===== config.mk =====
export PLATFORM = sky130hd
export DESIGN_NAME = i2c_target_responder
export DESIGN_NICKNAME = d
export VERILOG_FILES = /design/src/rtl/i2c_target_responder_pkg.sv /design/src/rtl/i2c_target_responder_line.sv /design/src/rtl/i2c_target_responder.sv
export SDC_FILE = /design/constraint.sdc
export NUM_CORES = 1
export LEC_CHECK = 0
export ABC_AREA = 1
export ABC_CLOCK_PERIOD_IN_PS = 2100
export CAP_MARGIN = 20
export CORE_ASPECT_RATIO = 0.7
export CORE_MARGIN = 2
export CORE_UTILIZATION = 56
export CTS_CLUSTER_SIZE = 40
export DETAILED_ROUTE_END_ITERATION = 6
export GPL_TIMING_DRIVEN = 1
export PLACE_DENSITY = 0.87
export SLEW_MARGIN = 10
export SYNTH_ARGS = -nofsm -noshare
export SYNTH_HDL_FRONTEND = slang
export SYNTH_SLANG_ARGS = --single-unit
export TNS_END_PERCENT = 5

===== constraint.sdc =====
create_clock -name clk -period 2.1 [get_ports clk]
set_input_delay 0.525 -clock clk [delete_from_list [all_inputs] [get_ports clk]]
set_output_delay 0.525 -clock clk [all_outputs]
set_load 0.1 [all_outputs]

===== src/rtl/i2c_target_responder_pkg.sv =====
// Shared definitions for the I2C target responder (PCF8574-style expander).
// Holds the one-hot state encoding, the default 7-bit target address,
// the default line-filter length and the ACK/NACK bit levels.
package i2c_target_responder_pkg;

   // One-hot state encoding; exported on the debug state port.
   typedef enum logic [7:0] {
      IDLE      = 8'b0000_0001,
      ADDR      = 8'b0000_0010,
      ADDR_ACK  = 8'b0000_0100,
      WR_DATA   = 8'b0000_1000,
      WR_ACK    = 8'b0001_0000,
      RD_DATA   = 8'b0010_0000,
      RD_ACK    = 8'b0100_0000,
      WAIT_STOP = 8'b1000_0000
   } state_t;

   localparam logic [6:0] DEFAULT_TARGET_ADDR = 7'h27;
   localparam int         DEFAULT_FILTER_LEN  = 4;

   localparam logic I2C_ACK  = 1'b0;
   localparam logic I2C_NACK = 1'b1;

endpackage


===== src/rtl/i2c_target_responder_line.sv =====
// i2c_line_filter: conditions one asynchronous bus line.
// A 2-FF synchronizer feeds a stability filter; a new level is accepted
// only after FILTER_LEN consecutive equal synchronized samples, so the
// pin-to-level latency is 2+FILTER_LEN clks and shorter pulses vanish.
// Ports:
//   clk, reset_n : system clock, asynchronous active-low reset
//   line         : raw asynchronous bus line
//   level        : filtered line level (resets to the idle-high level)
//   rise, fall   : one-clk pulses in the cycle level changes
module i2c_line_filter #(
   parameter int FILTER_LEN = 4
) (
   input  logic clk,
   input  logic reset_n,
   input  logic line,
   output logic level,
   output logic rise,
   output logic fall
);

   localparam logic [3:0] LAST = 4'(FILTER_LEN - 1);

   logic       sync1;
   logic       sync2;
   logic [3:0] cnt;

   always_ff @(posedge clk or negedge reset_n) begin
      if (!reset_n) begin
         sync1 <= 1'b1;
         sync2 <= 1'b1;
         level <= 1'b1;
         cnt   <= 4'd0;
         rise  <= 1'b0;
         fall  <= 1'b0;
      end else begin
         sync1 <= line;
         sync2 <= sync1;
         rise  <= 1'b0;
         fall  <= 1'b0;
         // cnt counts consecutive samples disagreeing with the accepted level
         if (sync2 == level) begin
            cnt <= 4'd0;
         end else if (cnt == LAST) begin
            level <= sync2;
            cnt   <= 4'd0;
            rise  <= sync2;
            fall  <= ~sync2;
         end else begin
            cnt <= cnt + 4'd1;
         end
      end
   end

endmodule


===== src/rtl/i2c_target_responder.sv =====
// i2c_target_responder: I2C target emulating a PCF8574-style expander.
// Write transfers present each received byte on rx_data (rx_valid pulse);
// read transfers return tx_data, reloaded after every master ACK.
// SDA is open-drain: sda_oe=1 pulls the line low, 0 releases it.
// Ports:
//   clk, reset_n     : system clock, asynchronous active-low reset
//   scl, sda_in      : asynchronous bus lines
//   sda_oe           : registered SDA pull-down enable
//   tx_data          : byte returned on reads (sampled at load points only)
//   rx_data/rx_valid : last written byte and its one-clk update pulse
//   rd_done          : one-clk pulse when the master's ack bit is sampled
//   busy             : high from START to STOP
//   addr_match       : high from address ack until STOP / repeated START
//   state            : debug view of the FSM state
module i2c_target_responder
   import i2c_target_responder_pkg::*;
#(
   parameter logic [6:0] TARGET_ADDR = DEFAULT_TARGET_ADDR,
   parameter int         FILTER_LEN  = DEFAULT_FILTER_LEN
) (
   input  logic       clk,
   input  logic       reset_n,
   input  logic       scl,
   input  logic       sda_in,
   output logic       sda_oe,
   input  logic [7:0] tx_data,
   output logic [7:0] rx_data,
   output logic       rx_valid,
   output logic       rd_done,
   output logic       busy,
   output logic       addr_match,
   output state_t     state
);

   logic scl_level, scl_rise, scl_fall;
   logic sda_level, sda_rise, sda_fall;

   i2c_line_filter #(.FILTER_LEN(FILTER_LEN)) u_scl_filter (
      .clk(clk), .reset_n(reset_n), .line(scl),
      .level(scl_level), .rise(scl_rise), .fall(scl_fall)
   );

   i2c_line_filter #(.FILTER_LEN(FILTER_LEN)) u_sda_filter (
      .clk(clk), .reset_n(reset_n), .line(sda_in),
      .level(sda_level), .rise(sda_rise), .fall(sda_fall)
   );

   logic start_cond, stop_cond;
   assign start_cond = sda_fall & scl_level;
   assign stop_cond  = sda_rise & scl_level;

   state_t     state_n;
   logic [2:0] bit_cnt, bit_cnt_n;
   logic [7:0] shift, shift_n;
   logic       byte_done, byte_done_n;  // 8th rising edge of a byte seen
   logic       rw, rw_n;                // R/W bit of the matched address
   logic       mack, mack_n;            // master's ack bit on reads
   logic       sda_oe_n, rx_valid_n, rd_done_n, busy_n, addr_match_n;
   logic [7:0] rx_data_n;

   always_ff @(posedge clk or negedge reset_n) begin
      if (!reset_n) begin
         state      <= IDLE;
         bit_cnt    <= 3'd0;
         shift      <= 8'd0;
         byte_done  <= 1'b0;
         rw         <= 1'b0;
         mack       <= I2C_NACK;
         sda_oe     <= 1'b0;
         rx_data    <= 8'd0;
         rx_valid   <= 1'b0;
         rd_done    <= 1'b0;
         busy       <= 1'b0;
         addr_match <= 1'b0;
      end else begin
         state      <= state_n;
         bit_cnt    <= bit_cnt_n;
         shift      <= shift_n;
         byte_done  <= byte_done_n;
         rw         <= rw_n;
         mack       <= mack_n;
         sda_oe     <= sda_oe_n;
         rx_data    <= rx_data_n;
         rx_valid   <= rx_valid_n;
         rd_done    <= rd_done_n;
         busy       <= busy_n;
         addr_match <= addr_match_n;
      end
   end

   always_comb begin
      state_n      = state;
      bit_cnt_n    = bit_cnt;
      shift_n      = shift;
      byte_done_n  = byte_done;
      rw_n         = rw;
      mack_n       = mack;
      sda_oe_n     = sda_oe;
      rx_data_n    = rx_data;
      rx_valid_n   = 1'b0;
      rd_done_n    = 1'b0;
      busy_n       = busy;
      addr_match_n = addr_match;

      // START (including repeated START) and STOP override bit processing
      if (start_cond) begin
         state_n      = ADDR;
         bit_cnt_n    = 3'd0;
         byte_done_n  = 1'b0;
         sda_oe_n     = 1'b0;
         busy_n       = 1'b1;
         addr_match_n = 1'b0;
      end else if (stop_cond) begin
         state_n      = IDLE;
         byte_done_n  = 1'b0;
         sda_oe_n     = 1'b0;
         busy_n       = 1'b0;
         addr_match_n = 1'b0;
      end else begin
         unique case (state)
            ADDR, WR_DATA: begin
               if (scl_rise) begin
                  shift_n   = {shift[6:0], sda_level};
                  bit_cnt_n = bit_cnt + 3'd1;
                  if (bit_cnt == 3'd7) begin
                     byte_done_n = 1'b1;
                     if (state == WR_DATA) begin
                        rx_data_n  = {shift[6:0], sda_level};
                        rx_valid_n = 1'b1;
                     end
                  end
               end else if (scl_fall && byte_done) begin
                  byte_done_n = 1'b0;
                  if (state == WR_DATA) begin
                     sda_oe_n = 1'b1;
                     state_n  = WR_ACK;
                  end else if (shift[7:1] == TARGET_ADDR) begin
                     sda_oe_n     = 1'b1;
                     addr_match_n = 1'b1;
                     rw_n         = shift[0];
                     state_n      = ADDR_ACK;
                  end else begin
                     sda_oe_n = 1'b0;
                     state_n  = WAIT_STOP;
                  end
               end
            end
            ADDR_ACK: begin
               if (scl_fall) begin
                  bit_cnt_n = 3'd0;
                  if (rw) begin
                     shift_n  = tx_data;
                     sda_oe_n = ~tx_data[7];
                     state_n  = RD_DATA;
                  end else begin
                     sda_oe_n = 1'b0;
                     state_n  = WR_DATA;
                  end
               end
            end
            WR_ACK: begin
               if (scl_fall) begin
                  sda_oe_n  = 1'b0;
                  bit_cnt_n = 3'd0;
                  state_n   = WR_DATA;
               end
            end
            RD_DATA: begin
               // bit 7 is already on the line; each fall presents the next bit
               if (scl_fall) begin
                  if (bit_cnt == 3'd7) begin
                     sda_oe_n  = 1'b0;
                     bit_cnt_n = 3'd0;
                     state_n   = RD_ACK;
                  end else begin
                     shift_n   = {shift[6:0], 1'b0};
                     sda_oe_n  = ~shift[6];
                     bit_cnt_n = bit_cnt + 3'd1;
                  end
               end
            end
            RD_ACK: begin
               if (scl_rise) begin
                  mack_n    = sda_level;
                  rd_done_n = 1'b1;
               end else if (scl_fall) begin
                  if (mack == I2C_ACK) begin
                     shift_n  = tx_data;
                     sda_oe_n = ~tx_data[7];
                     state_n  = RD_DATA;
                  end else begin
                     sda_oe_n = 1'b0;
                     state_n  = WAIT_STOP;
                  end
               end
            end
            default: ;  // IDLE and WAIT_STOP only react to START/STOP
         endcase
      end
   end

endmodule


# Yosys cells after proc, flatten, opt, wreduce, memory -nomap -nowiden
# Cells that the tools add are included.
[word_totals]
register_bits = 53
input_bits = 12
output_inout_bits = 21
wordCells = 179
[op_classes]
add_sub_neg = 3
n_eq_ne = 35
muxes = 83
n_bitwise = 12
reduce_logical = 22
[op_table]
columns = ["op", "n"]
rows = [
  ["2-to-1 mux 8 bit", 21],
  ["2-to-1 mux 1 bit", 47],
  ["case mux 8 bit (5 select lines)", 1],
  ["case mux 8 bit (4 select lines)", 1],
  ["inequality test 4 bit, second input constant", 5],
  ["2-to-1 mux 3 bit", 6],
  ["2-to-1 mux 4 bit", 4],
  ["inequality test 4 x 3 -> 1 bit, second input constant", 4],
  ["nonzero test 4 bit", 3],
  ["AND reduction 11 bit", 1],
  ["inequality test 2 bit, second input constant", 5],
  ["inverter 1 bit", 10],
  ["AND reduction 5 bit", 2],
  ["case mux 3 bit (3 select lines)", 1],
  ["AND reduction 9 bit", 1],
  ["nonzero test 3 bit", 3],
  ["adder 4 x 1 -> 4 bit, second input constant", 2],
  ["equality test 4 x 2 -> 1 bit, second input constant", 2],
  ["equality test 8 x 2 -> 1 bit, second input constant", 1],
  ["equality test 8 x 3 -> 1 bit, second input constant", 1],
  ["equality test 8 x 4 -> 1 bit, second input constant", 1],
  ["equality test 8 x 5 -> 1 bit, second input constant", 1],
  ["equality test 8 x 6 -> 1 bit, second input constant", 1],
  ["equality test 8 x 7 -> 1 bit, second input constant", 1],
  ["other kinds (21)", 30],
]

# Longest topological paths before layout
[depth]
ltp_word = 8
ltp_mapped = 12
ltp_nobuf = 12

# Modules after synthesis
# From an unflattened synthesis, not the netlist that was laid out.
[unflattened]
cells_unflattened = 364
area_unflattened_um2 = 2857.7
[by_module_without_submodules]
columns = ["module", "n_inst", "cells_each", "area_each_um2", "seq_area_each_um2"]
rows = [
  ["i2c_target_responder", 1, 300, 2117.0, 878.3],
  ["i2c_line_filter", 2, 32, 370.4, 229.0],
]

# Worst setup path before layout
# No wires, ideal clock.
[synth_timing]
path_type = "register to register"
from = "reg state[4]"
to = "reg shift[0]"
setup_ns = 0.117
arrival_ns = 2.029
required_ns = 1.983
setup_slack_ns = -0.046
path_stages_with_launch = 10
n_path_buf = 0
synth_period_minus_slack_ns = 2.146
path_cell_list = "dfrtp_1 inv_1 nand3_1 nor2_2 nand2_1 nand3_1 a21oi_4 nand2_4 nand2_1 nand2_1"
[synth_via]
elab_chain_cells = 4
elab_cells_between_ends = 17
classes_between = "eq/ne (13); mux (1); reduce/logical (3)"
[synth_lines]
columns = ["element", "line_no", "rtl"]
rows = [
  ["start: declaration", "i2c_target_responder.sv:32", "output state_t state"],
  ["start signal: assignment", "i2c_target_responder.sv:76", "state <= state_n;"],
  ["equality test 8 x 4 -> 1 bit / equality test 8 x 2 -> 1 bit (equally long branches)", "i2c_target_responder.sv:120", "unique case (state)"],
  ["OR reduction 2 bit", "i2c_target_responder.sv:120", ""],
  ["inequality test 2 x 1 -> 1 bit (no source line) / nonzero test 4 bit (equally long branches)", "--", ""],
  ["AND reduction 11 bit (no source line)", "--", ""],
  ["end signal: assignment", "i2c_target_responder.sv:78", "shift <= shift_n;"],
  ["end: declaration", "i2c_target_responder.sv:54", "logic [7:0] shift, shift_n;"],
]
# Parallel ways exist; a longest one is shown, timed or not.
# A chain may end at the register's enable or synchronous reset.

# Worst setup path after layout
[layout_timing]
from = "reg bit_cnt[0]"
to = "reg shift[2]"
[layout_via]
elab_chain_cells = 3
[layout_lines]
columns = ["element", "line_no", "rtl"]
rows = [
  ["start: declaration", "i2c_target_responder.sv:53", "logic [2:0] bit_cnt, bit_cnt_n;"],
  ["start signal: assignment", "i2c_target_responder.sv:77", "bit_cnt <= bit_cnt_n;"],
  ["equality test 3 bit", "i2c_target_responder.sv:171", "if (bit_cnt == 3'd7) begin"],
  ["inequality test 2 bit (no source line)", "--", ""],
  ["AND reduction 11 bit (no source line)", "--", ""],
]
# No other way between the ends.

==> results_dict.tcl <==
set metrics [dict create \
    netlist_area_um2 2920 \
    die_area_um2 5810 \
    min_path_type "in2async" \
    start_util_pct 59.7 \
    syn_to_final_growth_pct 20.0 \
    setup_viol_count_final 0 \
    drive_above_1_share_pct 23.1 \
    grt_max_degree 29 \
    max_slew_margin_pct 68.9 \
    clock-sinks 53 \
    period_needed_ns 1.88 \
    power.internal_mw 2.13 \
    io_buffer_count 32 \
    place_congestion 0.999 \
    coreArea_um2 4890 \
    cp.arrival_ns 2.09 \
    cap_violations 0 \
    placementRows 21 \
    worst-setup-path-type "reg2reg" \
    root_buffer "clkbuf_8" \
    power.total_mw 3.78 \
    end_kind "flop" \
    die-width_um 90.3 \
    rsz0062_at_grt "false" \
    cts_buffers 5 \
    mostFrequentLayoutCell "nand2_1" \
    drt_iter0_drc 213 \
    yosysWarnings 0 \
    final_cell_mix "nand2_1, nor2_1, dfrtp_1, nand3_1, inv_1" \
    finalSetupTns_ns 0 \
    hold-worst-slack_ns 0.105 \
    clkLatencyLatePin_ns 0.31 \
    netlist_instances 367 \
    vias 2521 \
    p_sw_mw 1.65 \
    stdcell_area_um2 3500 \
    cts_max_level 2 \
    gr-total-overflow 0 \
    p_leak_nw 1.78 \
    grt_pass1_wl_mm 11.0 \
    ir_worst_vdd_mv 0.765 \
    place_hpwl_mm 4.85 \
    combPwrFrac_pct 42.9 \
    timing.fmax_ghz 0.532 \
    finalCritPeriodShare_pct 89.4 \
    fin_nets 422 \
    ios 33 \
    cts_resized 0 \
    tightest_slew_ns 0.465 \
    ys_seq_area_share_pct 45.8 \
    grt_pass1_vias 2351 \
    status "completed" \
    crit_path_max_fanout 9 \
    synth.distinct_cells 30 \
    fin_skew_ns 0.00894 \
    die_h_um 64.4 \
    drcViolationCount 0 \
    worst_ep_required_time_ns 2.31 \
    antenna_found_initial 0 \
    cts.path.max_buffers 2 \
    synth_seq_cells 53 \
    seqPwrFrac_pct 38.1 \
    first_pass_iters 5 \
    cp-start-kind "flop" \
    dpl-instance-area_um2 3380 \
    synth_area_per_cell_um2 7.95 \
    cts_tree "yes" \
    post_cts_buffers 0 \
    routed_via_density 5.30 \
    synth_nets 383 \
    hold_viol 0 \
    power.density_nw_per_um2 1080 \
    n_antenna_cell 0 \
    cts_hold_buffers 0 \
    slew_violations 0 \
    drt_wl_total_mm 6.34 \
    power_frac_clock_pct 19.0 \
    detail-route-antenna-nets 0 \
    track_usage_pct 23.6 \
    wire_per_inst_um 13.3 \
    clk_pin_slew_ns 0.10 \
    p_sw_share_pct 43.7 \
    final_core_util_pct 71.6 \
]
==> critical path, cell delays in order (launching register included) <==
cell     delay, ns
dfrtp_1       0.42
ha_1          0.22
ha_1          0.26
nand2_1       0.18
nand3_1       0.14
a21oi_4       0.29
nand2_4       0.13
nand2_1       0.09
nand2_1       0.05
==> kinds of logic (layout without fill, tap and decap cells) <==
group	count (synthesis)	count (layout)	synth area share (%)
adders and majority gates	4	4	1.72
buffers and inverters	43	83	6.00
and+or+nand+nor	223	223	36.6
DFF	53	53	45.8
xor gates and xnor gates	4	4	1.20
AOI/OAI and AO/OA	40	40	8.66
==> worst paths after layout <==
check                           slack, ns                from                 end  depth (start not counted)
worst max-delay path                 0.22          bit_cnt[0]            shift[2]                          8
worst min-delay path                 0.10             reset_n                  rw                          1
worst max register to register       0.22          bit_cnt[0]            shift[2]                          8
worst min register to register       0.36  u_sda_filter.sync1  u_sda_filter.sync2                          0
max in group asynchronous            1.47             reset_n  u_scl_filter.sync1                          2
min in group clk                     0.36  u_sda_filter.sync1  u_sda_filter.sync2                          0
==> state kept, by name (all words and copies together), names as in the netlist <==
name,flops
mack,1
u_sda_filter.fall,1
shift,8
rx_valid,1
sda_oe,1
u_sda_filter.sync1,1
u_sda_filter.sync2,1
u_scl_filter.cnt,4
addr_match,1
u_sda_filter.level,1
u_scl_filter.sync2,1
u_scl_filter.level,1
state,8
u_scl_filter.fall,1
rd_done,1
u_sda_filter.cnt,4
bit_cnt,3
byte_done,1
busy,1
u_scl_filter.sync1,1
rx_data,8
u_scl_filter.rise,1
rw,1
u_sda_filter.rise,1
==> layer usage <==
layer	track usage, %	part of all wire, %	wire length, um	up-vias
met4	5.96	0.73	46	0
met5	0	0	0	-
met3	4.25	6.8	429	6
li1	-	-	-	1248
met2	36.4	45	2840	94
met1	34.9	48	3020	1173
==> cell usage after synthesis (all sizes together) <==
master / n / area share [%]
dfstp: 8 / 7.2
nand3: 36 / 6.3
nand2: 114 / 18
xor2: 2 / 0.60
nor2: 59 / 9.8
ha: 4 / 1.7
buf: 2 / 0.56
inv: 40 / 5.3
a21oi: 5 / 1.6
nand3b: 1 / 0.26
nor3: 9 / 1.7
xnor2: 2 / 0.60
clkbuf: 1 / 0.13
dfrtp: 45 / 39
nand4: 3 / 0.64
o21ai: 35 / 7.0
or2: 1 / 0.21
==> final cells by class <==
type                    instances  area [um2]
clock buffers                   5        68.8
clock inverters                 3        48.8
inverters                      40         155
fillers                       389        1390
well taps                      69        86.3
flip-flops and latches         53        1340
repair buffers                 35         398
multi-input cells             271        1410
==> per-stage QoR <==
step	setup slack [ns]	cells
after global placement	0.307	468
after detailed placement	0.271	468
after floorplan	0.00420	367
after CTS	0.246	476
after global routing	0.0601	476
final	0.222	476
==> power by group through the flow <==
stage	Clock, mW	Sequential (mW)	Combinational, mW
final	0.717	1.44	1.62
after global routing	0.763	1.48	1.80
after CTS	0.723	1.44	1.63
after detailed placement	0	1.46	1.62
after global placement	0	1.45	1.58
after floorplan	0	1.76	0.893
Power figures use the tool's default switching activity.
